File: src/rtl/energy_pkg.sv
// Shared constants and state encodings for the energy datapath sequencer.
package energy_pkg;

    localparam int unsigned SQ_LAT     = 1;
    localparam int unsigned ADD_LAT    = 1;
    localparam int unsigned SUM_W      = 39;
    localparam int unsigned SAMPLE_W   = 16;
    localparam int unsigned PIPE_DEPTH = SQ_LAT + ADD_LAT;

    typedef logic [1:0] state_t;

    localparam state_t ST_IDLE  = 2'd0;
    localparam state_t ST_ISSUE = 2'd1;
    localparam state_t ST_DRAIN = 2'd2;
    localparam state_t ST_FIN   = 2'd3;

endpackage

File: src/rtl/energy_pipe_track.sv
// Valid / first-sample shift register that follows each RAM read through
// the square and adder stages.
module energy_pipe_track
    import energy_pkg::*;
#(
    parameter int unsigned DEPTH = PIPE_DEPTH
) (
    input  logic             clk,
    input  logic             rst_n,
    input  logic             flush_i,
    input  logic             valid_i,
    input  logic             first_i,
    output logic [DEPTH-1:0] valid_o,
    output logic             first_o
);

    logic [DEPTH-1:0] valid_q;
    logic [DEPTH-1:0] first_q;

    always_ff @(posedge clk or negedge rst_n) begin
        if (!rst_n) begin
            valid_q <= '0;
            first_q <= '0;
        end else if (flush_i) begin
            valid_q <= '0;
            first_q <= '0;
        end else begin
            valid_q <= {valid_q[DEPTH-2:0], valid_i};
            first_q <= {first_q[DEPTH-2:0], first_i & valid_i};
        end
    end

    assign valid_o = valid_q;
    assign first_o = first_q[DEPTH-1];

endmodule

File: src/rtl/energy_ctrl.sv
// Energy window sequencer: issues sample reads, tracks them through the
// square/add pipeline and writes the finished sum into the energy register.
module energy_ctrl
    import energy_pkg::*;
#(
    parameter int unsigned ADDR_W = 8
) (
    input  logic              clk,
    input  logic              rst_n,
    input  logic              start,
    input  logic              resume,
    input  logic              abort,
    input  logic [ADDR_W-1:0] base_addr,
    input  logic [ADDR_W:0]   len,
    output logic              ram_rd_en,
    output logic [ADDR_W-1:0] ram_addr,
    output logic              square_en,
    output logic              eadder_en,
    output logic              eadder_new,
    output logic              eadder_sel,
    output logic              ereg_we,
    output logic              busy,
    output logic              done
);

    localparam logic [ADDR_W-1:0] ADDR_ONE = ADDR_W'(1);
    localparam logic [ADDR_W:0]   REM_ONE  = (ADDR_W + 1)'(1);

    state_t            state_q,    state_d;
    logic [ADDR_W-1:0] addr_q,     addr_d;
    logic [ADDR_W:0]   rem_q,      rem_d;
    logic              rd_en_q,    rd_en_d;
    logic              rd_first_q, rd_first_d;
    logic              resume_q,   resume_d;
    logic              we_q,       we_d;
    logic              done_q,     done_d;
    logic              busy_q,     busy_d;

    logic [PIPE_DEPTH-1:0] pipe_valid;
    logic                  pipe_first;
    logic                  last_in_adder;

    energy_pipe_track #(
        .DEPTH (PIPE_DEPTH)
    ) u_track (
        .clk     (clk),
        .rst_n   (rst_n),
        .flush_i (abort),
        .valid_i (rd_en_q),
        .first_i (rd_first_q),
        .valid_o (pipe_valid),
        .first_o (pipe_first)
    );

    // Reads have stopped in DRAIN, so only the adder stage still holding a
    // product means this is the final one.
    assign last_in_adder = pipe_valid[PIPE_DEPTH-1] &&
                           (pipe_valid[PIPE_DEPTH-2:0] == '0);

    always_comb begin
        state_d    = state_q;
        addr_d     = addr_q;
        rem_d      = rem_q;
        rd_en_d    = rd_en_q;
        rd_first_d = 1'b0;
        resume_d   = resume_q;
        we_d       = 1'b0;
        done_d     = 1'b0;
        busy_d     = busy_q;

        if (abort) begin
            state_d = ST_IDLE;
            rd_en_d = 1'b0;
            busy_d  = 1'b0;
        end else begin
            case (state_q)
                ST_IDLE: begin
                    if (start) begin
                        busy_d   = 1'b1;
                        resume_d = resume;
                        if (len == '0) begin
                            state_d = ST_FIN;
                            done_d  = 1'b1;
                        end else begin
                            state_d    = ST_ISSUE;
                            rd_en_d    = 1'b1;
                            rd_first_d = 1'b1;
                            addr_d     = base_addr;
                            rem_d      = len;
                        end
                    end
                end
                ST_ISSUE: begin
                    rem_d = rem_q - REM_ONE;
                    if (rem_q == REM_ONE) begin
                        state_d = ST_DRAIN;
                        rd_en_d = 1'b0;
                    end else begin
                        addr_d = addr_q + ADDR_ONE;
                    end
                end
                ST_DRAIN: begin
                    if (last_in_adder) begin
                        state_d = ST_FIN;
                        we_d    = 1'b1;
                        done_d  = 1'b1;
                    end
                end
                ST_FIN: begin
                    state_d = ST_IDLE;
                    busy_d  = 1'b0;
                end
                default: begin
                    state_d = ST_IDLE;
                    rd_en_d = 1'b0;
                    busy_d  = 1'b0;
                end
            endcase
        end
    end

    always_ff @(posedge clk or negedge rst_n) begin
        if (!rst_n) begin
            state_q    <= ST_IDLE;
            addr_q     <= '0;
            rem_q      <= '0;
            rd_en_q    <= 1'b0;
            rd_first_q <= 1'b0;
            resume_q   <= 1'b0;
            we_q       <= 1'b0;
            done_q     <= 1'b0;
            busy_q     <= 1'b0;
        end else begin
            state_q    <= state_d;
            addr_q     <= addr_d;
            rem_q      <= rem_d;
            rd_en_q    <= rd_en_d;
            rd_first_q <= rd_first_d;
            resume_q   <= resume_d;
            we_q       <= we_d;
            done_q     <= done_d;
            busy_q     <= busy_d;
        end
    end

    assign ram_rd_en  = rd_en_q;
    assign ram_addr   = addr_q;
    assign square_en  = pipe_valid[0];
    assign eadder_en  = pipe_valid[PIPE_DEPTH-1];
    assign eadder_new = pipe_first;
    assign eadder_sel = pipe_first & resume_q;
    assign ereg_we    = we_q;
    assign busy       = busy_q;
    assign done       = done_q;

endmodule

File: config.mk
export PLATFORM = sky130hd
export DESIGN_NAME = energy_ctrl
export DESIGN_NICKNAME = d
export VERILOG_FILES = /design/src/rtl/energy_pkg.sv /design/src/rtl/energy_pipe_track.sv /design/src/rtl/energy_ctrl.sv
export SDC_FILE = /design/constraint.sdc
export NUM_CORES = 1
export LEC_CHECK = 0
export CAP_MARGIN = 20
export CORE_MARGIN = 1.5
export CORE_UTILIZATION = 55
export DETAILED_ROUTE_END_ITERATION = 16
export PLACE_DENSITY = 0.83
export SKIP_LAST_GASP = 1
export SLEW_MARGIN = 20
export SYNTH_ARGS = -nofsm -noshare
export SYNTH_HDL_FRONTEND = slang
export SYNTH_SLANG_ARGS = --single-unit
File: constraint.sdc
create_clock -name clk -period 3.21 [get_ports clk]
set_input_delay 0.642 -clock clk [delete_from_list [all_inputs] [get_ports clk]]
set_output_delay 0.642 -clock clk [all_outputs]
set_load 0.005 [all_outputs]
**Yosys cells after proc, flatten, opt, wreduce, memory -nomap -nowiden**

Cells that the tools add are included.

- Flip-flop bits (word level): 29
- Input port bits: 22
- Output and inout bits: 16
- Word-level logic and storage cells: 74

- Add/subtract/negate cells: 2
- Eq/ne operators: 11
- Mux-type cells: 34
- Bitwise logic cells: 4
- Reduce and logical (&&, ||, !) cells: 12

Operators by type and width:

| cell | count |
|---|---|
| 8-bit two-way mux | 3 |
| 9-bit two-way mux | 2 |
| 9-bit case mux with 2 select lines | 1 |
| 1-bit two-way mux | 16 |
| 8-bit case mux with 2 select lines | 1 |
| 2-bit two-way mux | 7 |
| 3-bit inequality test (second input constant) | 4 |
| 9-bit by 1-bit equality test with 1-bit output (second input constant) | 1 |
| 9-bit logical NOT | 1 |
| 9-bit by 1-bit subtractor with 9-bit output (second input constant) | 1 |
| 8-bit by 1-bit adder with 8-bit output (second input constant) | 1 |
| 2-bit case mux with 4 select lines | 1 |
| 4-bit AND reduction | 2 |
| 2-bit inequality test (second input constant) | 3 |
| 1-bit case mux with 2 select lines | 3 |
| 3-bit AND reduction | 2 |
| 3-bit nonzero test | 2 |
| 5-bit AND reduction | 1 |
| 2-bit equality test (second input constant) | 2 |
| 1-bit AND | 2 |
| 2-bit by 1-bit equality test with 1-bit output (second input constant) | 1 |
| 2-bit logical NOT | 1 |
| 1-bit inverter | 2 |
| 2-bit AND reduction | 1 |
| 2 further kinds | 2 |

**Depth between registers and ports, before layout**

Gate-level depths: netlist of run 1.

- Depth in word-level cells: 5
- Depth in mapped cells: 9
- Mapped depth without buffers: 7

**By module**

Synthesis of run 1 repeated with hierarchy kept, for this count alone.

- Cells, all modules: 190
- Area total of the unflattened synthesis: 1,697.9 um2

Modules (own cells, without submodules):

| module | instances | cells each | area an instance (um2) | sequential area each (um2) |
|---|---|---|---|---|
| energy_ctrl | 1 | 182 | 1,570.3 | 625.6 |
| energy_pipe_track | 1 | 8 | 127.6 | 100.1 |

**Worst setup path after synthesis of run 1**

OpenSTA, ideal clock, no wires.

- Kind: input to register
- Start point: in len[2]
- End point: reg rem_q[2]
- Library setup time: 123 ps
- Data arrival time: 1,722 ps
- Data required time: 3,087 ps
- Setup slack: 1,365 ps
- Stages: 7
- Path buffers: 2
- Cell sequence: nor4_4 -> a31oi_4 -> a21o_1 -> buf_6 -> buf_6 -> o22ai_1 -> a21oi_1

- Longest elaborated chain between the ends: 3
- Elaborated cells between the ends (all ways): 6
- Classes of those cells: eq/ne (1); mux (3); reduce/logical (2)

Ends and longest elaborated chain:

| item | RTL line | source |
|---|---|---|
| from (decl) | energy_ctrl.sv:14 | `input logic [ADDR_W:0] len,` |
| 9-bit logical NOT or 9-bit two-way mux (tied branches) | energy_ctrl.sv:81 | `if (len == '0) begin` |
| 2-bit inequality test (no source line) or 9-bit two-way mux (tied branches) | - |  |
| 4-bit AND reduction (no source line) or 9-bit case mux with 2 select lines (tied branches) | - |  |
| to (signal assigned) | energy_ctrl.sv:136 | `rem_q <= rem_d;` |
| to (decl) | energy_ctrl.sv:31 | `logic [ADDR_W:0] rem_q, rem_d;` |

Parallel ways exist; a longest one is shown, timed or not. The select of a mux whose other input is x is not followed.
A chain may end at the register's enable or synchronous reset.

**Final worst setup path of run 1**

- Start point: reg state_q[1]
- End point: reg addr_q[4], in the netlist ram_addr[4]

- Longest elaborated chain between the ends: 3
- Elaborated cells between the ends (all ways): 8
- Classes of those cells: eq/ne (4); mux (1); reduce/logical (3)

Ends and longest elaborated chain:

| item | RTL line | source |
|---|---|---|
| from (decl) | energy_ctrl.sv:29 | `state_t state_q, state_d;` |
| from (signal assigned) | energy_ctrl.sv:134 | `state_q <= state_d;` |
| 2-bit by 1-bit equality test with 1-bit output or 2-bit logical NOT (tied branches) | energy_ctrl.sv:76 | `case (state_q)` |
| 2-bit inequality test (no source line) or 2-bit nonzero test (tied branches) | - |  |
| 5-bit AND reduction (no source line) | - |  |
| to (signal assigned) | energy_ctrl.sv:135 | `addr_q <= addr_d;` |
| to (decl) | energy_ctrl.sv:30 | `logic [ADDR_W-1:0] addr_q, addr_d;` |

Parallel ways exist; a longest one is shown, timed or not.

==> results of run 1 <==
==> report_power, final <==
part | leakage, nW | switching [W] | internal (W)
Clock | 0.0413 | 0.000131 | 0.000127
Combinational | 0.524 | 0.000497 | 0.000481
Sequential | 0.356 | 0.000201 | 0.000507
Total | 0.922 | 0.000829 | 0.00112
==> area by class of cell <==
class                      count  area [um^2]
fill                         243          860
clock inverter                 1         5.00
sequential                    29          726
multi-input combinational    134         1030
inverter                       7         26.3
timing repair buffer          39          385
clock buffer                   7         65.1
tap                           44         55.1
==> registers in the layout, indices dropped and copies added (netlist names) <==
register	cells
state_q	2
ram_addr	8
rd_first_q	1
ram_rd_en	1
u_track.first_q	2
busy	1
done	1
rem_q	9
u_track.valid_o	2
resume_q	1
ereg_we	1
==> synth_stat cells (2+ instances only) <==
master                     count  share of area
sky130_fd_sc_hd__ha_1          7          0.047
sky130_fd_sc_hd__o32ai_1       3          0.014
sky130_fd_sc_hd__buf_6         4          0.024
sky130_fd_sc_hd__nor2_1       12          0.024
sky130_fd_sc_hd__and4_4        2          0.012
sky130_fd_sc_hd__o22ai_1       6          0.020
sky130_fd_sc_hd__dfrtp_1      29           0.39
sky130_fd_sc_hd__nand4_1       4          0.013
sky130_fd_sc_hd__nor4_1        2         0.0067
sky130_fd_sc_hd__and4_1        2         0.0094
sky130_fd_sc_hd__nor3_4        2          0.017
sky130_fd_sc_hd__o21ai_0       2         0.0054
sky130_fd_sc_hd__and2_1        3          0.010
sky130_fd_sc_hd__a21o_1        3          0.012
sky130_fd_sc_hd__nand2b_1      3          0.010
sky130_fd_sc_hd__o22ai_2       3          0.020
sky130_fd_sc_hd__clkbuf_8      3          0.022
sky130_fd_sc_hd__inv_1         7          0.014
sky130_fd_sc_hd__a21oi_2       5          0.023
sky130_fd_sc_hd__o21ai_2       6          0.028
sky130_fd_sc_hd__nor3b_1       2         0.0080
sky130_fd_sc_hd__or2_2         2         0.0067
sky130_fd_sc_hd__a21oi_1      10          0.027
sky130_fd_sc_hd__a31o_2        3          0.014
sky130_fd_sc_hd__nand3_1       7          0.019
sky130_fd_sc_hd__nor2b_1       4          0.013
sky130_fd_sc_hd__nor3_2        3          0.016
sky130_fd_sc_hd__o21ai_1       5          0.013
sky130_fd_sc_hd__nand2_1      10          0.020
==> layout by cell type (no fill, tap or decap), types with 2 or more instances in the layout <==
cell and n:
sky130_fd_sc_hd__buf_4 2, sky130_fd_sc_hd__a21o_1 3, sky130_fd_sc_hd__or2_2 2, sky130_fd_sc_hd__nor3_4 2, sky130_fd_sc_hd__o22ai_1 6, sky130_fd_sc_hd__a21oi_1 10
sky130_fd_sc_hd__nor3b_1 2, sky130_fd_sc_hd__nand2b_1 3, sky130_fd_sc_hd__o21ai_2 6, sky130_fd_sc_hd__clkdlybuf4s50_1 37, sky130_fd_sc_hd__o21ai_1 5, sky130_fd_sc_hd__and4_1 2
sky130_fd_sc_hd__o21ai_0 2, sky130_fd_sc_hd__inv_1 7, sky130_fd_sc_hd__and2_1 3, sky130_fd_sc_hd__nor2_1 12, sky130_fd_sc_hd__o32ai_1 3, sky130_fd_sc_hd__a21oi_2 5
sky130_fd_sc_hd__and4_4 2, sky130_fd_sc_hd__dfrtp_1 29, sky130_fd_sc_hd__ha_1 7, sky130_fd_sc_hd__nor3_2 3, sky130_fd_sc_hd__nor2b_1 4, sky130_fd_sc_hd__nor4_1 2
sky130_fd_sc_hd__o22ai_2 3, sky130_fd_sc_hd__clkbuf_8 2, sky130_fd_sc_hd__nand4_1 4, sky130_fd_sc_hd__nand2_1 10, sky130_fd_sc_hd__a31o_2 3, sky130_fd_sc_hd__clkbuf_4 5
sky130_fd_sc_hd__nand3_1 7
==> critical path, stage by stage, from the launching register on <==
cell and delay, ns:
sky130_fd_sc_hd__dfrtp_1 0.43, sky130_fd_sc_hd__inv_1 0.09, sky130_fd_sc_hd__ha_1 0.81, sky130_fd_sc_hd__a21o_1 0.65, sky130_fd_sc_hd__and4_4 0.33, sky130_fd_sc_hd__nor3_2 0.04
==> path summary, 6_finish.rpt <==
| check | endpoint | slack (ns) | cells after the start | startpoint |
|---|---|---|---|---|
| worst max register to register | ram_addr[4] | 0.73 | 5 | state_q[1] |
| min in group asynchronous | ram_rd_en | 0.69 | 2 | rst_n |
| worst min-delay path | u_track.first_q[0] | 0.49 | 1 | rd_first_q |
| worst max-delay path | ram_addr[4] | 0.73 | 5 | state_q[1] |
| worst min register to register | u_track.first_q[0] | 0.49 | 1 | rd_first_q |
| max in group asynchronous | rem_q[0] | 2.25 | 2 | rst_n |
==> metal layers <==
metal / share of wire / up-vias / wire length, um / global-route usage
met3: 0.059 / 14 / 263 / 0.0630
met2: 0.53 / 73 / 2390 / 0.485
met1: 0.39 / 777 / 1730 / 0.328
met4: 0.020 / 0 / 91 / 0.115
met5: 0 / - / 0 / 0
li1: - / 744 / - / -
==> per-stage QoR <==
step | instance area, um^2 | power, W
floorplan | 1870 | 0.00138
global placement | 2220 | 0.00162
detailed placement | 2220 | 0.00168
CTS | 2290 | 0.00194
global route | 2290 | 0.00209
finish | 2290 | 0.00194
==> logic make-up (layout without fill, tap and decap cells) <==
kind of cell	count (synthesis)	in the layout	synth area share
multiplexers	2	2	0.0114
AND/OR/NAND/NOR	66	66	0.237
AO/OA/AOI/OAI	58	58	0.252
adder cells (fa/ha/maj)	7	7	0.0469
buffers and inverters	14	54	0.0602
XOR/XNOR	1	1	0.00469
flip-flops	29	29	0.388
==> results, run 1 <==
- The run finished with clean final reports.
- The most used flip-flop cell after synthesis is sky130_fd_sc_hd__dfrtp_1.
- In this run the power density over the cells is 848 nW/um^2.
- The CTS tree is done.
- The filler-free cell count of the finished design is 261.
- The die span in x is 61.3 um.
- The number of antenna violations at the first check in global routing came to 0.
- The global-route usage over all layers is 0.277.
- Entering global routing, the biggest net connects 30 pins.
- The area of the core is 3150 um^2.
- The number of setup buffers added after CTS is 0.
- After floorplanning, the core was divided into 20 placement rows.
- After routing, the total negative slack on setup checks comes to 0 ns.
- The effective utilization at floorplan is 0.593.
- The number of slew-limit violations in the final report was 0.
- In this run the count of I/O pins placed on the die edge is 38.
- At the end of routability-driven placement, the weighted congestion stood at 0.844.
- The clock tree synthesis step divided the H-tree into 2 levels.
- In this run the worst path has a maximum fanout of 23.
- In the final layout, the share of cells above drive strength 1 is 0.207.
- The worst setup path is captured at a register.
- The path class of the tightest hold or removal check is register to register.
- The die is 61.3 um tall.
- STA classifies the critical path startpoint as a register.
- Each instance of the synthesized netlist takes up on average 10.6 um^2.
- The number of enable-type register cells in the synthesized netlist is 0.
- The data required time of the critical path is 3.43 ns.
- 0 antenna diodes ended up in the layout.
- Detailed routing inserted a total of 1608 vias.
- Dividing the detail-routed via count by the number of cells gives 6.16.
- In this run, CTS created clock tree buffers numbering 5.
- The post-detailed-routing wire length is 4480 um.
- The number of hold violations in the final report came to 0.
- The number of different library cells used by synthesis comes to 52.
- The number of instances in the synthesized netlist is 177.
- The residual DRC count is 0.
- The number of nets in the synthesized netlist is 206.
- The pre-antenna-repair detailed-routing pass consisted of 5 iterations.
- The total die area is 3760 um^2.
- The worst hold margin is 0.492 ns.
- For this run, the share of the core covered by cells in the final layout is 0.727.
- The area growth from synthesis to layout is 22.7%.
- The violation count after the first detailed-route iteration is 111.
- The static leakage power is 0.922 nW.
- After legalization and detailed placement, the total HPWL measured 3240 um.
- At the later pin of the worst-skew pair, clock insertion delay measures 0.33 ns.
- The tree is rooted in a sky130_fd_sc_hd__clkbuf_4.
- For the pin with the worst max-slew slack, the measured transition is 0.990 ns.
- Setup slack closes at 0.727 ns.
- The number of violations of the max-capacitance limit is 0.
- In the synthesized netlist the async set-or-reset flop fraction comes to 1.00.
- After detailed placement, the design holds a cell count of 253.
- The number of hold-repair buffers added at the cts stage is 0.
- The remaining global-route overflow is 0.
- The number of warnings reported in the yosys synthesis log is 0.
- Of the available clock period, the critical path in the final layout requires 0.774.
- The first global-routing pass estimated 7480 um of wire.
- The clock drives 29 sinks.
- The data arrival time at the worst-slack endpoint is 2.71 ns.
- Setup repair after global routing left no endpoint under its margin.
- The clock period could shrink to 2.48 ns.
- In the final design database the tool counted 245 nets.
- The start-to-end type of the worst setup path is register to register.
- Measured against its own limit, the worst slew margin works out to 0.340.
- In this run the tool buffered the top-level ports with 37 buffer cells.
- The clock input transition at the sequential cells of the worst setup and hold paths is 0.10 ns.
- The number of gates resized after CTS was 0.
- The setup-violating endpoint count in the final report is 0.
- The fmax is 403 MHz.
- The share of the Yosys chip area taken by registers is 0.388.
- In this run the cell area of the synthesized design comes to 1870 um^2.
- The number of global-route vias before repair is 1623.
- The setup skew after layout is 0.00751 ns.
- The placement-stage worst setup slack is 0.497 ns.
- The register bit count reported by yosys is 29.
- Across the VDD grid, the largest voltage drop is 0.000432 V.
- The post-detailed-route wirelength per cell is 17.1 um.
- The number of nets still failing antenna checks after routing is 0.
- The clock passes through at most 2 buffers.
(Power assumes the default switching activity.)
==> run 2, diff against run 1 <==
--- a/config.mk
+++ b/config.mk
@@ -7,9 +7,9 @@
 export LEC_CHECK = 0
 export CAP_MARGIN = 20
 export CORE_MARGIN = 1.5
-export CORE_UTILIZATION = 55
+export CORE_UTILIZATION = 51
 export DETAILED_ROUTE_END_ITERATION = 16
-export PLACE_DENSITY = 0.83
+export PLACE_DENSITY = 0.77
 export SKIP_LAST_GASP = 1
 export SLEW_MARGIN = 20
 export SYNTH_ARGS = -nofsm -noshare
==> constraint.sdc (replaced) <==
create_clock -name clk -period 2.5 [get_ports clk]
set_input_delay 0.5 -clock clk [delete_from_list [all_inputs] [get_ports clk]]
set_output_delay 0.5 -clock clk [all_outputs]
set_load 0.005 [all_outputs]
==> run 2 against run 1 <==
  * Final area is 1.7% higher
  * Non-clock buffer count rose by 5
  * Register-to-register slack worse by 0.49 ns
  * Final cell count increased by 2.7%
  * Critical path type unchanged
  * Critical endpoint is now ram_addr[7]
  * Largest power group unchanged
  * Highest routed layer unchanged
==> results, run 2 (synthesis results as in run 1) <==
- The data required time of the critical path came to 2.72 ns (-0.71 ns).
- The number of hold-repair buffers added at the cts stage is 0 (unchanged).
- The number of placed cells counting well taps is 260 (+2.8%).
- The worst-case clock buffer depth is 2 (unchanged).
- The global-route usage over all layers came to 0.233 (-0.0448).
- The clock input transition at the sequential cells of the worst setup and hold paths is 0.10 ns (about the same).
- The slowest stage of the critical path belongs to the cell sky130_fd_sc_hd__a21o_1.
- The number of CTS-inserted buffers is 5 (unchanged).
- Setup repair after global routing left no endpoint under its margin.
- The pin count of the biggest net entering global routing came to 30 (unchanged).
- The flip-flop count of the largest register after layout is 9 (unchanged).
- The iteration count of the initial detailed-routing pass is 4 (-1).
- The number of nets still failing antenna checks after routing is 0 (unchanged).
- The final design utilization is 0.683 (-0.0442).
- The start-to-end type of the worst setup path is register to register.
- The count of vias placed by the detailed router is 1579 (-1.8%).
- The total die area is 4040 um^2 (+7.4%).
- The peak ir drop on the vdd network is 0.000568 V (+32%).
- The setup slack after layout is 0.233 ns (-0.494 ns).
- The setup skew after layout is 0.0140 ns (+0.00647 ns).
- The post-detailed-route wirelength per cell was 16.1 um (-6.4%).
- The static leakage power came to 0.945 nW (+2.5%).
- The setup-violating endpoint count in the final report is 0 (unchanged).
- The library cell used most frequently in the layout, excluding fill and tap cells, is sky130_fd_sc_hd__clkdlybuf4s50_1.
- The placement-stage worst setup slack is 0.0418 ns (-0.455 ns).
- The filler-free cell count of the finished design is 268 (+2.7%).
- In the layout the commonest cells are sky130_fd_sc_hd__clkdlybuf4s50_1 (37), sky130_fd_sc_hd__dfrtp_1 (29), sky130_fd_sc_hd__nor2_1 (12), sky130_fd_sc_hd__nand2_1 (10), sky130_fd_sc_hd__a21oi_1 (10).
- The part of the cycle the worst path needs is 0.907 (+0.133).
- The detailed placement HPWL is 3250 um (+0.14%).
- The maximum fanout along the worst path is 19 (-17%).
- The accumulated negative setup slack is 0 ns (unchanged).
- STA classifies the critical path startpoint as a register.
- The worst hold margin was 0.471 ns (-0.0209 ns).
- The fraction of final layout cells sized beyond drive strength 1 is 0.225 (+0.0179).
- The number of slew-limit violations in the final report is 0 (unchanged).
- The clock period minus worst slack is 2.27 ns (-0.216 ns).
- The effective utilization at floorplan is 0.547 (-0.0456).
- The die outline height came to 63.5 um (+3.7%).
- The number of hold violations in the final report is 0 (unchanged).
- The actual transition at the worst max-transition pin came to 0.685 ns (-0.305 ns).
- The floorplan row count is 21 (+5.0%).
- The worst hold path belongs to the class register to register.
- The clock latency of the later-clocked register in the worst-skew pair came to 0.33 ns (about the same).
- The number of levels the H-tree was split into came to 2 (unchanged).
- The residual DRC count is 0 (unchanged).
- The final weighted congestion of routability-driven global placement is 0.913 (+8.1%).
- The post-detailed-routing wire length is 4300 um (-3.9%).
- The die span in x is 63.5 um (+3.7%).
- The element type at the critical path end is a register.
- The max-slew headroom at the worst pin is 0.543 (+0.203).
- More flip-flops sit in one register than any other, and that register is rem_q.
- The fmax came to 441 MHz (+9.5%).
- The CTS tree is done.
- The number of sinks handled by clock tree synthesis is 29 (unchanged).
- The final net count is 250 (+2.0%).
- The global-route wire length before repair is 7420 um (-0.83%).
- The tree is rooted in a sky130_fd_sc_hd__clkbuf_4.
- The number of port buffers was 37 (unchanged).
- The total power divided by cell area is 1070 nW/um^2 (+26%).
- The post-detailed-route via-to-cell ratio came to 5.89 (-4.4%).
- The signal on the critical path passes through inv_1 > ha_1 > nand3b_4 > a31oi_4 > a21o_1 > and4_4 > nor3_2.
- The area of the core was 3420 um^2 (+8.3%).
- The remaining global-route overflow is 0 (unchanged).
- The post-cts repair resize count is 0 (unchanged).
- The run finished with clean final reports.
- The number of violations of the max-capacitance limit is 0 (unchanged).
- The number of antenna violations at the first check in global routing is 0 (unchanged).
- The antenna cell count is 0 (unchanged).
- The worst stage delay on the critical path is 0.56 ns (-0.25 ns).
- The I/O pin total was 38 (unchanged).
- The post-CTS setup-driven buffer insertion count is 0 (unchanged).
- From synthesis to final layout, the design area changed by 24.8%.
- The data arrival time at the worst-slack endpoint is 2.48 ns (-0.23 ns).
- The violation count after the first detailed-route iteration came to 120 (+8.1%).
- The number of global-route vias before repair is 1624 (+0.062%).
-- run 2: cell types whose count changed in the layout (fill, tap and decap cells not counted) --
cell | previous run | this run
sky130_fd_sc_hd__buf_4 | 2 | 7
-- run 2: per-layer routing --
layer / GRT usage / vias up / part of all wire
li1: - / 755 / -
met1: 0.294 / 764 / 0.44
met2: 0.389 / 50 / 0.50
met3: 0.0411 / 10 / 0.044
met4: 0.101 / 0 / 0.021
met5: 0 / - / 0
-- run 2: layout make-up --
type | count | area, um^2
clock buffer | 7 | 65.1
clock inverter | 1 | 5.00
fill | 291 | 1080
inverter | 7 | 26.3
multi-input combinational | 134 | 1030
sequential | 29 | 726
tap | 46 | 57.6
timing repair buffer | 44 | 423
-- run 2: stage by stage --
step | power [W] | area (um^2)
after floorplan | 0.00177 | 1870
after global placement | 0.00209 | 2260
after detailed placement | 0.00217 | 2260
after CTS | 0.00251 | 2330
after global routing | 0.00269 | 2330
final | 0.00250 | 2330
-- run 2: power breakdown --
part	internal (W)	total (W)	switching (W)	leakage [nW]
logic	0.000638	0.00127	0.000630	0.547
registers	0.000651	0.000901	0.000251	0.356
clock network	0.000163	0.000331	0.000168	0.0413
-- run 2: worst paths after layout --
path | to | depth (start not counted) | from | slack (ns)
min | u_track.first_q[0] | 1 | rd_first_q | 0.47
min in group asynchronous | rem_q[7] | 2 | rst_n | 0.54
min reg2reg | u_track.first_q[0] | 1 | rd_first_q | 0.47
max reg2reg | ram_addr[7] | 7 | state_q[0] | 0.23
max in group asynchronous | ram_addr[3] | 2 | rst_n | 1.67
max | ram_addr[7] | 7 | state_q[0] | 0.23
-- run 2: critical path: cells and delay by family, from the launching register on --
kind | cells | cell delay, ns
compound gates | 2 | 0.75
flops | 1 | 0.44
simple gates | 3 | 0.53
fa+ha+maj | 1 | 0.33
buf+inv | 1 | 0.10
==> run 3, diff against run 2 <==
--- a/config.mk
+++ b/config.mk
@@ -9,6 +9,7 @@
 export CORE_MARGIN = 1.5
 export CORE_UTILIZATION = 51
 export DETAILED_ROUTE_END_ITERATION = 16
+export GPL_ROUTABILITY_DRIVEN = 0
 export PLACE_DENSITY = 0.77
 export SKIP_LAST_GASP = 1
 export SLEW_MARGIN = 20
==> constraint.sdc (replaced) <==
create_clock -name clk -period 2.4 [get_ports clk]
set_input_delay 0.48 -clock clk [delete_from_list [all_inputs] [get_ports clk]]
set_output_delay 0.48 -clock clk [all_outputs]
set_load 0.005 [all_outputs]
==> run 3 against run 2 <==
  * Wire length grew 4.0%
  * Critical path type unchanged
  * Critical endpoint is now rem_q[5]
  * Clock skew shrank 0.0057 ns
  * Worst hold slack gained 0.0047 ns
  * Critical path depth shrank 2
  * Combinational power grew 6%
  * Count of clock-buffer cells in the layout is the same
  * Core utilization grew 0.44 points
  * Die area is the same
==> results, run 3 (synthesis results as in run 1) <==
- The number of placed cells counting well taps was 262 (+0.77%).
- The peak ir drop on the vdd network was 0.000651 V (+15%).
- Setup repair after global routing left no endpoint under its margin.
- The max-slew headroom at the worst pin came to 0.663 (+0.120).
- The setup skew after layout is 0.00831 ns (-0.00567 ns).
- The setup slack of the worst register-to-register path came to 0.39 ns (+0.15 ns).
- The remaining global-route overflow is 0 (unchanged).
- The detailed placement HPWL is 3390 um (+4.3%).
- The number of antenna violations at the first check in global routing is 0 (unchanged).
- The number of sinks handled by clock tree synthesis is 29 (unchanged).
- The violation count after the first detailed-route iteration is 83 (-31%).
- The depth of the most critical reg-to-reg path came to 5 (-2).
- The worst hold path belongs to the class register to register.
- The library cells used most frequently in the layout, excluding fill and tap cells, are sky130_fd_sc_hd__clkdlybuf4s50_1 (37), sky130_fd_sc_hd__dfrtp_1 (29), sky130_fd_sc_hd__nor2_1 (12), sky130_fd_sc_hd__nand2_1 (10), sky130_fd_sc_hd__a21oi_1 (10).
- The total power divided by cell area is 1120 nW/um^2 (+4.8%).
- The pin count of the biggest net entering global routing is 30 (unchanged).
- The flip-flop count of the largest register after layout was 9 (unchanged).
- The count of vias placed by the detailed router is 1622 (+2.7%).
- The I/O pin total was 38 (unchanged).
- The fraction of final layout cells sized beyond drive strength 1 is 0.232 (+0.00692).
- The area of the core was 3420 um^2 (unchanged).
- The number of levels the H-tree was split into is 2 (unchanged).
- The endpoint identified for the worst register-to-register timing path is rem_q[5].
- The clock period minus worst slack is 2.01 ns (-0.254 ns).
- The number of hold-repair buffers added at the cts stage is 0 (unchanged).
- Counting flops per register, the top entry is rem_q.
- The die span in x is 63.5 um (unchanged).
- The residual DRC count is 0 (unchanged).
- The number of fillers in the final layout is 282 (-3.1%).
- The post-CTS setup-driven buffer insertion count is 0 (unchanged).
- The area growth from synthesis to layout is 25.6%.
- The instance count along the most critical hold path is 1 (unchanged).
- The accumulated negative setup slack is 0 ns (unchanged).
- The launching element type of the critical path is a register.
- The library cell used most frequently in the layout, excluding fill and tap cells, is sky130_fd_sc_hd__clkdlybuf4s50_1.
- The post-detailed-route via-to-cell ratio is 6.01 (+2.0%).
- The global-route wire length before repair is 7970 um (+7.4%).
- The global-route usage over all layers is 0.253 (+0.0201).
- The total die area is 4040 um^2 (unchanged).
- The clock latency of the later-clocked register in the worst-skew pair came to 0.34 ns (about the same).
- The number of violations of the max-capacitance limit is 0 (unchanged).
- The iteration count of the initial detailed-routing pass is 4 (unchanged).
- The post-detailed-routing wire length is 4480 um (+4.0%).
- The cell area reported after detailed placement was 2280 um^2 (+0.66%).
- The filler-free cell count of the finished design is 270 (+0.75%).
- The launch point of the worst reg-to-reg path is state_q[1].
- The number of global-route vias before repair is 1706 (+5.0%).
- The data required time of the critical path is 2.68 ns (-0.04 ns).
- The actual transition at the worst max-transition pin is 0.506 ns (-0.180 ns).
- The clock input transition at the sequential cells of the worst setup and hold paths is 0.10 ns (about the same).
- The effective utilization at floorplan is 0.547 (unchanged).
- The post-detailed-route wirelength per cell is 16.6 um (+3.2%).
- The die outline height is 63.5 um (unchanged).
- The number of nets still failing antenna checks after routing came to 0 (unchanged).
- The library cell used as clock root buffer is sky130_fd_sc_hd__clkbuf_4.
- The critical path starts at state_q[1].
- The number of CTS-inserted buffers is 5 (unchanged).
- The area taken by flip-flops and latches is 726 um^2 (unchanged).
- The data arrival time at the worst-slack endpoint is 2.29 ns (-0.19 ns).
- The worst setup path is captured at a register.
- The final net count came to 252 (+0.80%).
- The number of hold violations in the final report is 0 (unchanged).
- The part of the cycle the worst path needs came to 0.839 (-0.0682).
- The number of slew-limit violations in the final report is 0 (unchanged).
- The worst hold margin was 0.476 ns (+0.00472 ns).
- The floorplan row count is 21 (unchanged).
- The antenna cell count is 0 (unchanged).
- The area taken by multi-input logic gates is 1030 um^2 (unchanged).
- The total non-filler cell area in the finished layout is 2350 um^2 (+0.64%).
- The CTS tree is done.
- The worst hold path begins at u_track.first_q[0].
- The post-cts repair resize count is 0 (unchanged).
- The critical path is of the register to register type.
- The static leakage power is 0.956 nW (+1.1%).
- The destination of the worst hold path is u_track.first_q[1].
- The fmax was 497 MHz (+13%).
- The worst-case clock buffer depth came to 2 (unchanged).
- The flow ran to the end, and the final reports show no timing, DRC or antenna violations.
- The maximum fanout along the worst path came to 13 (-6).
- The setup-violating endpoint count in the final report is 0 (unchanged).
- The number of port buffers came to 37 (unchanged).
## run 3: changes by cell type in the layout (fill, tap and decap cells not counted)
cell / change
sky130_fd_sc_hd__buf_4: +2
## run 3: final cells by class
cell class / instances / area share
multi-input cells: 134 / 0.439
flip-flops and latches: 29 / 0.309
repair buffers: 46 / 0.186
clock buffers: 7 / 0.0277
well taps: 46 / 0.0245
inverters: 7 / 0.0112
clock inverters: 1 / 0.00213
## run 3: worst max path at each step
stage / to
2_1_floorplan: rem_q[5]
3_3_place_gp: rem_q[2]
3_5_place_dp: rem_q[2]
4_1_cts: ram_addr[1]
5_1_grt: rem_q[5]
6_report: rem_q[5]
## run 3: metrics by stage
step / total power [W] / utilization / setup WS [ns]
5_1_grt: 0.00285 / 0.688 / 0.287
3_5_place_dp: 0.00228 / 0.667 / 0.0742
2_1_floorplan: 0.00185 / - / 0.670
4_1_cts: 0.00264 / 0.688 / 0.408
3_3_place_gp: 0.00221 / 0.667 / 0.146
6_report: 0.00264 / 0.688 / 0.387
## run 3: power breakdown
| group | internal, W | switching [W] |
|---|---|---|
| combinational | 0.000676 | 0.000664 |
| sequential | 0.000678 | 0.000263 |
| clock | 0.000170 | 0.000187 |
| total | 0.00152 | 0.00111 |
## run 3: worst max-delay path, cell delays in order, from the launching register on
cell and delay (ns):
sky130_fd_sc_hd__dfrtp_1 0.43, sky130_fd_sc_hd__inv_1 0.10, sky130_fd_sc_hd__ha_1 0.47, sky130_fd_sc_hd__inv_1 0.29, sky130_fd_sc_hd__or4_1 0.57, sky130_fd_sc_hd__nand3_1 0.10
## run 3: layer usage
| metal | track usage | part of all wire | up-vias |
|---|---|---|---|
| met5 | 0 | 0 | - |
| met3 | 0.0571 | 0.044 | 16 |
| met4 | 0.0897 | 0.021 | 0 |
| met1 | 0.303 | 0.42 | 788 |
| li1 | - | - | 758 |
| met2 | 0.442 | 0.52 | 60 |
